File: config.mk
export PLATFORM = sky130hd
export DESIGN_NAME = pipe_skid_stage_reg
export DESIGN_NICKNAME = d
export VERILOG_FILES = /design/src/rtl/pipe_pkg.sv /design/src/rtl/pipe_sat_counter.sv /design/src/rtl/pipe_skid_stage_reg.sv
export SDC_FILE = /design/constraint.sdc
export NUM_CORES = 1
export LEC_CHECK = 0
export BUFFER_PORTS_ARGS = -buffer_cell sky130_fd_sc_hd__buf_2
export CAP_MARGIN = 30
export CORE_MARGIN = 1.5
export CORE_UTILIZATION = 43
export DETAILED_ROUTE_END_ITERATION = 10
export GPL_TIMING_DRIVEN = 0
export HOLD_SLACK_MARGIN = 0.03
export PLACE_DENSITY = 0.69
export SKIP_LAST_GASP = 1
export SLEW_MARGIN = 20
export SYNTH_ARGS = -nofsm -noshare
export SYNTH_HDL_FRONTEND = slang
export SYNTH_SLANG_ARGS = --single-unit
File: constraint.sdc
create_clock -name clk -period 4.99 [get_ports clk]
set_clock_uncertainty 0.2 [all_clocks]
set_input_delay 0.499 -clock clk [delete_from_list [all_inputs] [get_ports clk]]
set_output_delay 0.499 -clock clk [all_outputs]
set_load 0.005 [all_outputs]
File: src/rtl/pipe_pkg.sv
// rtl/pipe_pkg.sv - shared types and bundle layout for pipeline stage registers
// Purpose: stage state encoding plus the IM/IW bundle width and field offsets
//          used by callers to pack/unpack the single stage data bus.
// Ports:   none (package)
package pipe_pkg;

  // State bits are {main_v, skid_v}; 2'b01 is the unreachable/invalid code.
  typedef enum logic [1:0] {
    EMPTY = 2'b00,
    ONE   = 2'b10,
    TWO   = 2'b11
  } pipe_state_t;

  localparam int REG_IDX_W = 5;
  localparam int CTRL_W    = 3;
  localparam int WORD_W    = 32;

  // IM/IW bundle layout, LSB first: rd, rt, ctrl, D, O, pc.
  localparam int RD_LSB   = 0;
  localparam int RT_LSB   = RD_LSB + REG_IDX_W;
  localparam int CTRL_LSB = RT_LSB + REG_IDX_W;
  localparam int D_LSB    = CTRL_LSB + CTRL_W;
  localparam int O_LSB    = D_LSB + WORD_W;
  localparam int PC_LSB   = O_LSB + WORD_W;
  localparam int IMIW_W   = PC_LSB + WORD_W;

  function automatic logic [IMIW_W-1:0] imiw_pack(
    input logic [WORD_W-1:0]    pc,
    input logic [WORD_W-1:0]    o,
    input logic [WORD_W-1:0]    d,
    input logic [CTRL_W-1:0]    ctrl,
    input logic [REG_IDX_W-1:0] rt,
    input logic [REG_IDX_W-1:0] rd
  );
    return {pc, o, d, ctrl, rt, rd};
  endfunction

endpackage

File: src/rtl/pipe_sat_counter.sv
// rtl/pipe_sat_counter.sv - saturating up-counter
// Purpose: counts cycles with inc_i high, sticks at all-ones, cleared by rst only.
// Ports:   clk, rst (sync active-high), inc_i (count enable), cnt_o (count value)
module pipe_sat_counter
  import pipe_pkg::*;
#(
  parameter int CNT_W = 16
) (
  input  logic             clk,
  input  logic             rst,
  input  logic             inc_i,
  output logic [CNT_W-1:0] cnt_o
);

  logic [CNT_W-1:0] cnt_q, cnt_d;

  always_comb begin
    cnt_d = cnt_q;
    if (inc_i && (cnt_q != {CNT_W{1'b1}})) begin
      cnt_d = cnt_q + CNT_W'(1);
    end
  end

  always_ff @(posedge clk) begin
    if (rst) begin
      cnt_q <= '0;
    end else begin
      cnt_q <= cnt_d;
    end
  end

  assign cnt_o = cnt_q;

endmodule

File: src/rtl/pipe_skid_stage_reg.sv
// rtl/pipe_skid_stage_reg.sv - pipeline stage register with 2-entry skid buffer
// Purpose: valid/ready stage register with flush; in_ready is a flop output so
//          back-pressure never chains combinationally between stages.
// Macro:   PIPE_STALL_CNT_EN adds the perf_stall_cnt saturating stall counter.
// Ports:   clk, rst (sync active-high), flush (squash held entries),
//          in_valid/in_ready/in_data (upstream), out_valid/out_ready/out_data
//          (downstream, out_data from main register),
//          perf_stall_cnt (only with PIPE_STALL_CNT_EN)
module pipe_skid_stage_reg
  import pipe_pkg::*;
#(
  parameter int                DATA_W  = IMIW_W,
  parameter logic [DATA_W-1:0] RST_VAL = '0,
  parameter int                CNT_W   = 16
) (
  input  logic              clk,
  input  logic              rst,
  input  logic              flush,
  input  logic              in_valid,
  output logic              in_ready,
  input  logic [DATA_W-1:0] in_data,
  output logic              out_valid,
  input  logic              out_ready,
  output logic [DATA_W-1:0] out_data
`ifdef PIPE_STALL_CNT_EN
  ,
  output logic [CNT_W-1:0]  perf_stall_cnt
`endif
);

  pipe_state_t       state_q, state_d;
  logic [DATA_W-1:0] main_q, main_d;
  logic [DATA_W-1:0] skid_q, skid_d;
  logic              accept, emit;

  assign out_valid = state_q[1];
  assign in_ready  = ~state_q[0];
  assign out_data  = main_q;
  assign accept    = in_valid & in_ready;
  assign emit      = out_valid & out_ready;

  always_comb begin
    state_d = state_q;
    main_d  = main_q;
    skid_d  = skid_q;
    case (state_q)
      EMPTY: begin
        if (accept) begin
          state_d = ONE;
          main_d  = in_data;
        end
      end
      ONE: begin
        if (accept && emit) begin
          main_d = in_data;
        end else if (accept) begin
          state_d = TWO;
          skid_d  = in_data;
        end else if (emit) begin
          state_d = EMPTY;
        end
      end
      TWO: begin
        if (emit) begin
          state_d = ONE;
          main_d  = skid_q;
        end
      end
      default: state_d = EMPTY;  // {main_v=0, skid_v=1}: recover
    endcase
    // Flush wins over any transfer this cycle; payload registers keep old contents.
    if (flush) begin
      state_d = EMPTY;
      main_d  = main_q;
      skid_d  = skid_q;
    end
  end

  always_ff @(posedge clk) begin
    if (rst) begin
      state_q <= EMPTY;
      main_q  <= RST_VAL;
      skid_q  <= RST_VAL;
    end else begin
      state_q <= state_d;
      main_q  <= main_d;
      skid_q  <= skid_d;
    end
  end

`ifdef PIPE_STALL_CNT_EN
  // A flush cycle leaves the count untouched.
  pipe_sat_counter #(
    .CNT_W (CNT_W)
  ) u_stall_cnt (
    .clk   (clk),
    .rst   (rst),
    .inc_i (out_valid & ~out_ready & ~flush),
    .cnt_o (perf_stall_cnt)
  );
`else
  wire unused_cnt_w = (CNT_W > 0);
`endif

endmodule

==> flow_summary.yaml <==
setup_path:
  worst_setup_path_end_kind: "flop"
  path_class: "reg -> reg"
  startpoint: "state_q[1]"
  critical_path_required_ps: 5160
  crit_fanout: 10
  r2r_start: "state_q[1]"
  arrival_ps: 2750
  crit_slowest_cell: "dfxtp_1"
  reg2reg_depth: 9
  slowest_delay_ps: 450
  endpoint: "out_data[74]"
  crit_chain: "inv_1 -> ha_1 -> or2_1 -> a221oi_2 -> and2_1 -> buf_2 -> buf_4 -> buf_6 -> a211oi_2"
  reg2reg_to: "out_data[74]"
  worst-r2r-setup-slack_ps: 2410
  start_kind: "flop"
clocking:
  cts_setup_buffers: 0
  cts-root-buf: "clkbuf_16"
  cts_tree: "done"
  cts.sinks: 220
  clk_latency_ps: 520
  ctsResizeCount: 0
  cts.reportedPaths.clkPinSlew_ps: 60
  cts_buffer_depth: 3
  htreeDepth: 1
  holdBufCountCts: 88
  numCtsBuffers: 24
global_routing:
  grt_pass1_vias: 8022
  overflow: 0
  grt_pass1_wl_um: 40800
  antenna_found_initial: 2
  track_usage: 0.231
  grt_max_degree: 14
placement:
  placed_cells: 1491
  gp_congestion: 0.758
  dpl.hpwl_um: 17100
  pre_cts_slack_ps: 2430
  numPortBuffers: 224
  dpl_cell_area_um2: 10400
sta:
  slew_headroom: 0.477
  period_needed_ps: 2580
  rsz0062_at_grt: "no"
  setup-tns-final_ps: 0
  finalHoldViolCount: 0
  slew_viol_final: 0
  clock.fmax_mhz: 388
  report.final.setup_viol: 0
  fin_crit_sh: 0.517
  worst_slack_ps: 2410
  worstMarginPinSlew_ps: 784
finish:
  drive_gt1_frac: 0.243
  area_delta_synth_final_pct: 34.1
  fin_nets: 1453
  final_cells: 1623
  fin_area_um2: 12000
synthesis:
  ys_seq_elements: 220
  ys_types: 26
  synth_edf_count: 0
  synth_top_flop_cell: "dfxtp_1"
  synth_nets: 1115
  synth_top_area_frac: 0.491
  synth.most_common_cell: "nand2_1"
  yosysSeqAreaShare: 0.491
  synth_common_cells: "nand2_1, a21oi_1, dfxtp_1, mux2i_1, a211oi_1"
  synth_cells: 997
  synthTopCellsByArea: "dfxtp_1, mux2i_1, a21oi_1"
  avgSynthCellArea_um2: 9.00
  yosysTopAreaCell: "dfxtp_1"
  syn_area_um2: 8970
  async_flop_share: 0
  yosys_warnings: 0
drt:
  dr.pass1.iters: 4
  ant_nets: 0
  routedWlPerCell_um: 15.9
  drcViolationCount: 0
  drt_iter0_markers: 333
  vias: 8344
  routed_wl_um: 25800
  vias_per_cell: 5.14
power_and_ir_drop:
  swShare: 0.261
  p_seq_frac: 0.466
  clock_power_share: 0.400
  p_per_area_nw_per_um2: 340
  power_frac_comb: 0.135
  p_sw_w: 0.00107
  p_leak_nw: 4.57
  ir_worst_vdd_mv: 0.197
  p_int_w: 0.00303
floorplanning:
  initial_core_util: 0.440
  die_w_um: 147
  rows: 52
  ios: 225
  die_height_um: 147
  core_area_um2: 20400
  die_area_um2: 21700
outcome:
  status: "complete, no violations"
min_path:
  hold_class: "in -> reg"
flow_run:
  drv_cap: 0
metrics by stage:
step	utilization	hold WS (ps)	total power, W
3_5_place_dp	0.512	246	0.00244
3_3_place_gp	0.512	241	0.00243
4_1_cts	0.590	30.0	0.00412
2_1_floorplan	-	236	0.00221
5_1_grt	0.591	33.1	0.00427
6_report	0.591	44.5	0.00409
worst min-delay path by stage:
stage	startpoint	end	slack (ps)	cells after the start
after detailed placement	skid_q[103]	skid_q[103]	250	2
after global placement	skid_q[51]	skid_q[51]	240	2
after CTS	in_data[19]	skid_q[19]	30	3
final	in_data[63]	skid_q[63]	40	3
after global routing	in_data[76]	skid_q[76]	30	3
after floorplan	skid_q[0]	skid_q[0]	240	2
layer usage:
metal,share of wire,vias up,GRT usage
li1,-,4184,-
met2,0.47,237,0.382
met1,0.44,3878,0.303
met4,0.025,0,0.0705
met3,0.057,45,0.0466
met5,0,-,0
cell type report:
type                    count  area, µm²
well taps                 270        338
inverters                   2       7.51
diodes                      2       5.00
flip-flops and latches    220       4400
clock buffers              30        643
multi-input cells         678       4060
plain buffers              97        495
clock inverters            12       71.3
fillers                  1823       8340
repair buffers            312       2000
sequential cells by signal, indices dropped and copies added (netlist names):
| signal | flops |
|---|---|
| state_q | 2 |
| out_data | 109 |
| skid_q | 109 |
cells by family after synthesis:
kind of cell | share of synthesized area
buffers and inverters | 0.0561
AND/OR/NAND/NOR | 0.0997
flip-flops | 0.491
adder cells (fa/ha/maj) | 0.00558
XOR/XNOR | 0.000977
multiplexers | 0.124
AO/OA/AOI/OAI | 0.223
cell usage in the layout, fill, tap and decap left out, types with 2 or more instances in the layout:
cell,count
a211oi_1,99
buf_4,14
a21oi_1,220
buf_6,3
inv_1,2
nand2_1,222
clkinv_2,11
mux2i_1,111
a211oi_2,10
buf_1,7
clkbuf_16,24
ha_1,4
buf_2,260
dfxtp_1,220
clkbuf_8,2
dlygate4sd3_1,88
diode_2,2
clkbuf_1,40
worst max-delay path: cells and delay by family, from the launching register on:
kind	cells	cell delay (ps)
flip-flops	1	450
AO/OA/AOI/OAI	2	280
buffers and inverters	4	880
adder cells (fa/ha/maj)	1	230
AND/OR/NAND/NOR	2	390
power groups by stage:
| stage | clock network (W) | registers [W] | logic [W] |
|---|---|---|---|
| 2_1_floorplan | 0 | 0.00194 | 0.000265 |
| 3_3_place_gp | 0 | 0.00194 | 0.000487 |
| 3_5_place_dp | 0 | 0.00194 | 0.000494 |
| 4_1_cts | 0.00167 | 0.00190 | 0.000550 |
| 5_1_grt | 0.00175 | 0.00191 | 0.000607 |
| 6_report | 0.00164 | 0.00190 | 0.000551 |
No activity file was read; power rests on OpenSTA's default activity.
